**src/rtl/instr_seq_pkg.sv**
```systemverilog
// Shared definitions for the instruction sequencer: instruction field positions,
// opcode and FSM state encodings, and the ALUSel codes understood by the ALU.
package instr_seq_pkg;

  localparam int OPC_MSB  = 11;
  localparam int OPC_LSB  = 9;
  localparam int DST_MSB  = 8;
  localparam int DST_LSB  = 6;
  localparam int SRC1_MSB = 5;
  localparam int SRC1_LSB = 3;
  localparam int SRC2_MSB = 2;
  localparam int SRC2_LSB = 0;
  localparam int IMM_MSB  = 3;
  localparam int IMM_LSB  = 0;

  typedef enum logic [2:0] {
    OP_ADD  = 3'b000,
    OP_SUB  = 3'b001,
    OP_AND  = 3'b010,
    OP_OR   = 3'b011,
    OP_LDI  = 3'b100,
    OP_NOP5 = 3'b101,
    OP_NOP6 = 3'b110,
    OP_HALT = 3'b111
  } opcode_e;

  typedef enum logic [2:0] {
    S_IDLE   = 3'd0,
    S_FETCH  = 3'd1,
    S_DECODE = 3'd2,
    S_EXEC   = 3'd3,
    S_HALT   = 3'd4
  } state_e;

  localparam logic [1:0] ALU_ADD = 2'b00;
  localparam logic [1:0] ALU_SUB = 2'b01;
  localparam logic [1:0] ALU_AND = 2'b10;
  localparam logic [1:0] ALU_OR  = 2'b11;

  // ALU ops and LDI are the only instructions that write the register file.
  function automatic logic op_writes(input opcode_e op);
    case (op)
      OP_ADD, OP_SUB, OP_AND, OP_OR, OP_LDI: return 1'b1;
      default:                               return 1'b0;
    endcase
  endfunction

  function automatic logic [1:0] alu_sel(input opcode_e op);
    case (op)
      OP_SUB:  return ALU_SUB;
      OP_AND:  return ALU_AND;
      OP_OR:   return ALU_OR;
      default: return ALU_ADD;
    endcase
  endfunction

endpackage

```
**src/rtl/instr_sequencer_prog_mem.sv**
```systemverilog
// Writable program store: synchronous write, registered read (data valid one
// cycle after the address). Contents are not touched by reset.
module prog_mem #(
  parameter int W     = 12,
  parameter int DEPTH = 8,
  localparam int AW   = $clog2(DEPTH)
) (
  input  logic          clk,
  input  logic          we,
  input  logic [AW-1:0] waddr,
  input  logic [W-1:0]  wdata,
  input  logic [AW-1:0] raddr,
  output logic [W-1:0]  rdata
);

  // Power-up contents are all zeros (FPGA configuration image).
  logic [W-1:0] mem [DEPTH] = '{default: '0};

  always_ff @(posedge clk) begin
    if (we) mem[waddr] <= wdata;
    rdata <= mem[raddr];
  end

endmodule

```
**src/rtl/instr_sequencer.sv**
```systemverilog
// Program-counter sequencer driving the 4-bit register-file/ALU datapath.
// Optional AUTO_RUN_EN adds a run input and a RUN_DIV prescaler that self-steps.
module instr_sequencer
  import instr_seq_pkg::*;
#(
  parameter int INSTR_W = 12,
  parameter int DEPTH   = 8,
`ifdef AUTO_RUN_EN
  parameter int RUN_DIV = 25_000_000,
`endif
  localparam int PC_W   = $clog2(DEPTH)
) (
  input  logic               clk,
  input  logic               reset,
  input  logic               step,
`ifdef AUTO_RUN_EN
  input  logic               run,
`endif
  input  logic               prog_we,
  input  logic [PC_W-1:0]    prog_addr,
  input  logic [INSTR_W-1:0] prog_data,
  output logic [3:0]         Ext_Data,
  output logic [2:0]         Addr_Src1,
  output logic [2:0]         Addr_Src2,
  output logic [2:0]         Addr_Dest,
  output logic               isExternal,
  output logic [1:0]         ALUSel,
  output logic               wr_pulse,
  output logic [PC_W-1:0]    pc,
  output logic               halted
);

  localparam logic [PC_W-1:0] PC_LAST = PC_W'(DEPTH - 1);

  state_e             state, next_state;
  opcode_e            op_q;
  opcode_e            cur_op;
  logic [INSTR_W-1:0] instr;
  logic               step_any;
  logic               mem_we;

  assign mem_we = prog_we && (state == S_IDLE || state == S_HALT);

  prog_mem #(.W(INSTR_W), .DEPTH(DEPTH)) u_prog_mem (
    .clk   (clk),
    .we    (mem_we),
    .waddr (prog_addr),
    .wdata (prog_data),
    .raddr (pc),
    .rdata (instr)
  );

`ifdef AUTO_RUN_EN
  localparam int CNT_W = $clog2(RUN_DIV + 1);
  logic [CNT_W-1:0] run_cnt;
  logic             auto_step;

  // Idle for RUN_DIV counted cycles, then issue the step on the following one.
  assign auto_step = run && (state == S_IDLE) && (run_cnt == CNT_W'(RUN_DIV));

  always_ff @(posedge clk or posedge reset) begin
    if (reset)                                    run_cnt <= '0;
    else if (!run || state != S_IDLE || auto_step) run_cnt <= '0;
    else                                          run_cnt <= run_cnt + 1'b1;
  end

  assign step_any = step || auto_step;
`else
  assign step_any = step;
`endif

  assign cur_op = opcode_e'(instr[OPC_MSB:OPC_LSB]);
  assign halted = (state == S_HALT);

  always_ff @(posedge clk or posedge reset) begin
    if (reset) state <= S_IDLE;
    else       state <= next_state;
  end

  always_comb begin
    next_state = state;
    case (state)
      S_IDLE:   if (step_any) next_state = S_FETCH;
      S_FETCH:  next_state = S_DECODE;
      S_DECODE: next_state = S_EXEC;
      S_EXEC:   next_state = (op_q == OP_HALT) ? S_HALT : S_IDLE;
      S_HALT:   next_state = S_HALT;
      default:  next_state = S_IDLE;
    endcase
  end

  // Fields are captured as FETCH ends, so they hold from DECODE to the next DECODE.
  always_ff @(posedge clk or posedge reset) begin
    if (reset) begin
      op_q       <= OP_ADD;
      Ext_Data   <= '0;
      Addr_Src1  <= '0;
      Addr_Src2  <= '0;
      Addr_Dest  <= '0;
      isExternal <= 1'b0;
      ALUSel     <= '0;
      wr_pulse   <= 1'b0;
      pc         <= '0;
    end else begin
      wr_pulse <= (state == S_DECODE) && op_writes(op_q);
      if (state == S_FETCH) begin
        op_q       <= cur_op;
        Addr_Dest  <= instr[DST_MSB:DST_LSB];
        isExternal <= (cur_op == OP_LDI);
        Ext_Data   <= (cur_op == OP_LDI) ? instr[IMM_MSB:IMM_LSB] : 4'd0;
        Addr_Src1  <= (cur_op == OP_LDI) ? 3'd0 : instr[SRC1_MSB:SRC1_LSB];
        Addr_Src2  <= (cur_op == OP_LDI) ? 3'd0 : instr[SRC2_MSB:SRC2_LSB];
        ALUSel     <= alu_sel(cur_op);
      end
      if (state == S_EXEC && op_q != OP_HALT)
        pc <= (pc == PC_LAST) ? '0 : pc + 1'b1;
    end
  end

endmodule

```
**config.mk**
```make
export PLATFORM = sky130hd
export DESIGN_NAME = instr_sequencer
export DESIGN_NICKNAME = d
export VERILOG_FILES = /design/src/rtl/instr_seq_pkg.sv /design/src/rtl/instr_sequencer_prog_mem.sv /design/src/rtl/instr_sequencer.sv
export SDC_FILE = /design/constraint.sdc
export NUM_CORES = 1
export LEC_CHECK = 0
export CORE_AREA = 2 2 149 122
export CTS_BUF_LIST = sky130_fd_sc_hd__clkbuf_8
export DETAILED_ROUTE_END_ITERATION = 12
export DIE_AREA = 0 0 151 124
export HOLD_SLACK_MARGIN = 0.02
export PLACE_DENSITY_LB_ADDON = 0.3
export SYNTH_ARGS = -nofsm -noshare
export SYNTH_HDL_FRONTEND = slang
export SYNTH_SLANG_ARGS = --single-unit
```
**constraint.sdc**
```tcl
create_clock -name clk -period 5.2 [get_ports clk]
set_input_delay 1.04 -clock clk [delete_from_list [all_inputs] [get_ports clk]]
set_output_delay 1.04 -clock clk [all_outputs]
set_load 0.005 [all_outputs]
```
Word-level counts from Yosys, hierarchy flattened. Memory sizes are Yosys's and may differ from the RTL's. A register that Yosys moved wholly into a read port is not among the register bits. Cells that the tools add are included.

Eq/ne operators: 16. $add $sub $neg: 1. Muxes and demuxes: 11. Reductions and logical operators: 7.

Operator list (count): == test 3 x 2 -> 1 bit, second input constant (6); == test 3 bit, second input constant (5); 2-to-1 mux 3 bit (5); one-hot mux 3 bit (5 select lines) (1); == test 3 x 1 -> 1 bit, second input constant (3); logical NOT 3 bit (2); one-hot mux 2 bit (3 select lines) (1); OR reduction 5 bit (1); 2-to-1 mux 4 bit (1); adder 3 x 1 -> 3 bit, second input constant (1); logical AND 1 bit (3); 2-to-1 mux 1 bit (3); != test 3 bit, second input constant (1); != test 2 bit, second input constant (1); logical OR 1 bit (1).

Output and inout bits: 21. Word-level logic and storage cells: 46. Memories: 1. RAM bits: 96. Flip-flop bits (word level): 26. Bits of input ports: 19.

Memory list: u_prog_mem.mem (words 8, bits a word 12, rd ports 1, clocked after memory_dff 1, write ports 1, RTL line instr_sequencer_prog_mem.sv:17) `logic [W-1:0] mem [DEPTH] = '{default: '0};`.

Depth between registers and ports, before layout. Gate-level depths: netlist of the first run.

Depth after elaboration: 5. Depth in mapped cells: 5. Gate-level depth less buffers: 4.

Modules after synthesis. A second synthesis of the first run with hierarchy kept.

Cells, all modules: 240. Area total of the unflattened synthesis: 5051.1 µm².

By module, submodules not included: prog_mem (area an instance 3987.6 µm², cells each 164, seq. area each 3123.0 µm², times used 1); instr_sequencer (area an instance 1063.5 µm², cells each 76, seq. area each 650.6 µm², times used 1).

Worst setup path before layout of the first run. No wires, ideal clock.

Path kind: input port to flip-flop. Start point: input port prog_addr[0]. End point: memory u_prog_mem.mem[0][0] (enable). Required time: 4.804 ns. Stages on the path: 2. Arrival: 2.116 ns. Path slack: 2.688 ns. Path buffers: 0. Library setup time: 0.396 ns. Cell sequence: nand3b_1 > nor3_1.

RTL lines: start, declared (RTL line instr_sequencer.sv:20) `input logic [PC_W-1:0] prog_addr,`; end, declared (RTL line instr_sequencer_prog_mem.sv:17).

No word-level cell before the write port.

Worst setup path after layout of the first run.
Start point: register state[1]. End point: output port halted.

Word-level cells in the longest chain between the ends: 1.

RTL lines: start, declared (RTL line instr_sequencer.sv:35) `state_e state, next_state;`; start signal, assigned (RTL line instr_sequencer.sv:77) `else state <= next_state;`; == test 3 bit (RTL line instr_sequencer.sv:73) `assign halted = (state == S_HALT);`; end, declared (RTL line instr_sequencer.sv:30) `output logic halted`.

No other way between the ends.

==> flow_metrics.py, run 1 <==
metrics = {
    "logic_synthesis": {
        "synth_most_common_cell": "edfxtp_1",
        "syn_inst": 264,
        "synth_cell_types": 32,
        "synth_nets": 285,
        "synthFlopType": "edfxtp_1",
        "synth_top_area_share_pct": 56.6,
        "ys_warn_count": 0,
        "yosys-top-cells-area": "edfxtp_1 57%, dfrtp_1 13%, mux4_1 11%",
        "async_reset_ff_share_pct": 19.4,
        "yosys-top-cells-count": "96 x edfxtp_1, 35 x nand2_1, 26 x dfrtp_1, 22 x mux4_1, 15 x mux2_2",
        "yosys_register_bits": 134,
        "syn_avg_cell_area_um2": 19.3,
        "synth_largest_area_cell": "edfxtp_1",
        "syn_area_um2": 5090,
        "synth_edf_count": 96,
        "yosysSeqAreaShare_pct": 74.1,
    },
    "routing": {
        "drc_errors": 0,
        "wl_per_cell_um": 17.2,
        "dr.pass1.iters": 6,
        "wl_um": 9510,
        "ant_nets": 0,
        "viasPerCell": 4.41,
        "vias": 2439,
        "drtIter0Drc": 131,
    },
    "clock_tree": {
        "post_cts_buffers": 0,
        "cts_max_level": 4,
        "clkLatencyLatePin_ps": 420,
        "clk_pin_slew_ps": 80,
        "clockBufferDepth": 2,
        "cts_root_buf": "clkbuf_8",
        "cts_made_buffers": 17,
        "cts_hold_buf": 0,
        "cts_sinks": 134,
        "cts_tree": "yes",
        "cts_resized": 0,
    },
    "place": {
        "place_inst": 522,
        "placed_cell_area_um2": 5710,
        "gp_congestion": 0.701,
        "portBuffers": 39,
        "post-dp-hpwl_um": 6200,
        "place_ws_ps": 2170,
    },
    "timing": {
        "min_period_ps": 3070,
        "maxSlewViolCount": 0,
        "period_share_pct": 59.0,
        "fin_tns_setup_ps": 0,
        "worst_pin_slew_ps": 1170,
        "clock.fmax_mhz": 326,
        "slew-limit-headroom_pct": 21.6,
        "worst_slack_ps": 2130,
        "hold_viol": 0,
        "finalSetupViolCount": 0,
        "finClkSkew_ps": 9.84,
        "rsz0062_at_grt": "false",
    },
    "setup_path": {
        "cp_data_arrival_time_ps": 2030,
        "worstPathMaxFanout": 7,
        "crit_type": "flop to output pin",
        "worstRegToRegCells": 3,
        "required_ps": 4160,
        "r2r-start": "state[1]",
        "cp-start-kind": "flop",
        "critPathCaptureType": "output pin",
        "critPathLaunch": "state[1]",
    },
    "finish": {
        "fin_area_um2": 6110,
        "final_cells": 553,
        "layout.nets": 337,
        "area_growth_pct": 19.9,
        "antennaDiodeCount": 0,
        "finalCoreUtilization_pct": 35.7,
        "drive_gt1_share_pct": 17.4,
    },
    "global_route": {
        "antenna_found_initial": 0,
        "grt_overflow": 0,
        "grt_pass1_vias": 2506,
        "grt_usage_pct": 11.0,
        "grt_pass1_wl_um": 14400,
        "grt_max_degree": 29,
    },
    "outcome": {
        "status": "completed",
    },
    "floorplan": {
        "start_util_pct": 29.8,
        "fp.dieW_um": 151,
        "die_area_um2": 18700,
        "fp.coreArea_um2": 17100,
        "core.rowCount": 43,
        "io_pins": 40,
        "die_h_um": 124,
    },
    "job": {
        "drv_cap": 0,
    },
    "power_and_ir_drop": {
        "irDropWorstVdd_mv": 0.183,
        "power_density_nw_per_um2": 511,
        "p_leak_nw": 2.16,
    },
    "hold_path": {
        "whs_path_depth": 2,
        "hold_class": "flop to flop",
        "holdCritStartpoint": "u_prog_mem.rdata[4]",
    },
}
-- power by group --
| part | internal (mW) | switching (mW) |
|---|---|---|
| Sequential | 1.31 | 0.109 |
| Clock | 0.466 | 0.390 |
| Combinational | 0.466 | 0.376 |
| Total | 2.25 | 0.875 |
-- critical path, stage by stage (launching register included) --
cell and delay (ps):
dfrtp_1 460, nor2_1 410, and2_1 240, clkdlybuf4s50_1 510
-- area by class of cell --
type,instances,area [um^2]
fill,1642,11000
sequential,134,3770
multi-input combinational,118,1220
timing repair buffer,44,428
tap,225,282
clock buffer,17,234
clock inverter,14,161
inverter,1,3.75
-- path summary, 6_finish.rpt --
kind,end,slack [ps]
hold / removal,Addr_Src1[1],430
min in group asynchronous,Ext_Data[2],1160
setup reg to reg,u_prog_mem.mem[7][0],2780
setup / recovery,halted,2130
max in group asynchronous,ALUSel[0],3440
hold reg to reg,Addr_Src1[1],430
-- placed cells by master (no fill, tap or decap), types with 4 or more instances in the layout --
cell,netlist,final
a21oi_1,6,6
a22o_2,4,4
buf_4,0,5
clkbuf_8,1,17
clkdlybuf4s50_1,0,39
clkinvlp_4,0,5
dfrtp_1,26,26
dfxtp_1,12,12
edfxtp_1,96,96
mux2_2,15,15
mux4_1,22,22
nand2_1,35,35
nand3b_1,4,4
nor2_1,10,10
-- registers in the layout (all words and copies together) (netlist names) --
name and count:
u_prog_mem.mem 96, u_prog_mem.rdata 12, Ext_Data 4, Addr_Dest 3
Addr_Src1 3, Addr_Src2 3, op_q 3, pc 3
state 3, ALUSel 2, isExternal 1, wr_pulse 1
-- cell families (layout without fill, tap and decap cells) --
kind of cell,count (synthesis),in the layout,synth area share [%]
compound gates,14,14,1.94
xor+xnor,1,1,0.172
fa+ha+maj,2,2,0.491
buf+inv,12,76,1.87
flops,134,134,74.1
mux,39,39,15.6
simple gates,62,62,5.87
-- per-layer routing --
layer / vias to the layer above / global-route usage [%] / share of wire, %
met5: - / 0 / 0
met4: 0 / 3.50 / 0.36
met3: 2 / 3.96 / 5.4
met2: 64 / 17.1 / 48
met1: 1238 / 14.3 / 46
li1: 1135 / - / -
-- metrics by stage --
step | hold slack (ps) | total power [mW]
after CTS | 428 | 3.17
after detailed placement | 424 | 2.31
final | 427 | 3.12
after floorplan | 398 | 1.99
after global routing | 432 | 3.29
after global placement | 413 | 2.29
Power figures use the tool's default switching activity.
==> run 2: changes to the inputs <==
==> constraint.sdc (replaced) <==
create_clock -name clk -period 3 [get_ports clk]
set_input_delay 0.6 -clock clk [delete_from_list [all_inputs] [get_ports clk]]
set_output_delay 0.6 -clock clk [all_outputs]
set_load 0.005 [all_outputs]
==> run 2 against run 1 <==
  * First-iteration DRC count grew 50%
  * Global-route usage grew 0.36 points
  * Final cell count grew 1.8%
  * Cell area grew 1.8%
  * Wire length grew 1.3%
==> flow_metrics.py, run 2 (synthesized netlist as in run 1, its figures left out) <==
metrics = {
    "setup_path": {
        "required_ps": 2400,
        "worstReg2RegEnd": "u_prog_mem.mem[0][5]",
        "cp_data_arrival_time_ps": 2060,
        "cp-start-kind": "flop",
        "worstPathMaxFanout": 7,
        "rrSetupSlack_ps": 1040,
        "crit_type": "flop to output pin",
        "r2r-start": "state[1]",
        "worstRegToRegCells": 4,
        "critPathCaptureType": "output pin",
    },
    "finish": {
        "antennaDiodeCount": 0,
        "largest_registers": "u_prog_mem.mem (96), u_prog_mem.rdata (12), Ext_Data (4)",
        "final_cell_mix": "96 x edfxtp_1, 39 x clkdlybuf4s50_1, 35 x nand2_1",
        "fin_area_um2": 6210,
        "top_register": "u_prog_mem.mem",
        "final_common_cell": "edfxtp_1",
        "nFillCells": 1617,
        "finalCoreUtilization_pct": 36.3,
        "layout.nets": 346,
        "drive_gt1_share_pct": 20.7,
        "area_growth_pct": 22.0,
        "largest_reg_flops": 96,
    },
    "clock_tree": {
        "clkLatencyLatePin_ps": 430,
        "cts_resized": 0,
        "cts_max_level": 4,
        "cts_root_buf": "clkbuf_8",
        "cts_hold_buf": 0,
        "clk_pin_slew_ps": 70,
        "cts_tree": "yes",
        "post_cts_buffers": 0,
        "clockBufferDepth": 2,
        "cts_sinks": 134,
        "cts_made_buffers": 17,
    },
    "hold_path": {
        "min_to": "Addr_Dest[0]",
        "hold_class": "flop to flop",
        "whs_path_depth": 2,
        "holdCritStartpoint": "u_prog_mem.rdata[6]",
    },
    "timing": {
        "slew-limit-headroom_pct": 58.6,
        "period_share_pct": 88.8,
        "maxSlewViolCount": 0,
        "finalSetupViolCount": 0,
        "worst_pin_slew_ps": 618,
        "rsz0062_at_grt": "false",
        "finClkSkew_ps": 8.05,
        "fin_tns_setup_ps": 0,
        "clock.fmax_mhz": 376,
        "hold_viol": 0,
        "min_period_ps": 2660,
    },
    "global_route": {
        "antenna_found_initial": 0,
        "grt_usage_pct": 11.3,
        "grt_overflow": 0,
        "grt_pass1_wl_um": 15100,
        "grt_max_degree": 27,
        "grt_pass1_vias": 2579,
    },
    "power_and_ir_drop": {
        "irDropWorstVdd_mv": 0.317,
        "p_leak_nw": 2.24,
        "power_density_nw_per_um2": 892,
    },
    "routing": {
        "drtIter0Drc": 197,
        "drc_errors": 0,
        "wl_um": 9640,
        "dr.pass1.iters": 4,
        "viasPerCell": 4.44,
        "vias": 2501,
        "ant_nets": 0,
        "wl_per_cell_um": 17.1,
    },
    "outcome": {
        "status": "completed",
    },
    "floorplan": {
        "fp.dieW_um": 151,
        "die_area_um2": 18700,
        "die_h_um": 124,
        "start_util_pct": 29.8,
        "core.rowCount": 43,
        "io_pins": 40,
        "fp.coreArea_um2": 17100,
    },
    "place": {
        "post-dp-hpwl_um": 5970,
        "gp_congestion": 0.690,
        "placed_cell_area_um2": 5790,
        "portBuffers": 39,
    },
    "job": {
        "drv_cap": 0,
    },
}
run 2: cell count changes in the layout (fill, tap and decap cells not counted), sizes merged:
cell / before / now
buf: 5 / 14
clkinv: 6 / 5
clkinvlp: 5 / 1
inv: 1 / 7
run 2: power by group:
part           internal [mW]  leakage [nW]  total [mW]  switching, mW
clock network          0.842         0.212        1.58          0.743
registers               2.28          1.30        2.50          0.225
logic                  0.843         0.729        1.46          0.614
run 2: final cells by class:
class | count | area (um^2) | area share (%)
clock buffers | 17 | 234 | 3.76
clock inverters | 15 | 190 | 3.06
inverters | 1 | 3.75 | 0.0604
multi-input cells | 118 | 1220 | 19.7
flip-flops and latches | 134 | 3770 | 60.7
well taps | 225 | 282 | 4.53
repair buffers | 53 | 508 | 8.17
run 2: metal layers:
| metal | global-route usage (%) | share of wire [%] | vias up |
|---|---|---|---|
| met5 | 0 | 0 | - |
| met4 | 3.50 | 0.54 | 0 |
| met3 | 3.52 | 3.8 | 4 |
| met2 | 16.4 | 46 | 48 |
| met1 | 16.3 | 50 | 1284 |
| li1 | - | - | 1165 |
run 2: worst max-delay path, cell delays in order (launching register included):
cell and delay, ps:
dfrtp_1 450, nor2_1 460, and2_1 240, clkdlybuf4s50_1 500
run 2: through the flow:
step	std cells	power, mW	setup slack, ps	hold slack (ps)
2_1_floorplan	264	3.44	928	398
3_3_place_gp	531	4.01	865	405
3_5_place_dp	531	4.03	816	412
4_1_cts	563	5.63	345	424
5_1_grt	563	5.86	242	441
6_report	563	5.54	337	426
run 2: how the worst max path moves through the flow:
| stage | start | to | slack (ps) |
|---|---|---|---|
| 6_report | state[1] | halted | 340 |
| 4_1_cts | state[1] | halted | 340 |
| 5_1_grt | state[0] | halted | 240 |
| 2_1_floorplan | prog_addr[0] | u_prog_mem.mem[0][0] | 930 |
| 3_3_place_gp | state[1] | halted | 870 |
| 3_5_place_dp | state[1] | halted | 820 |
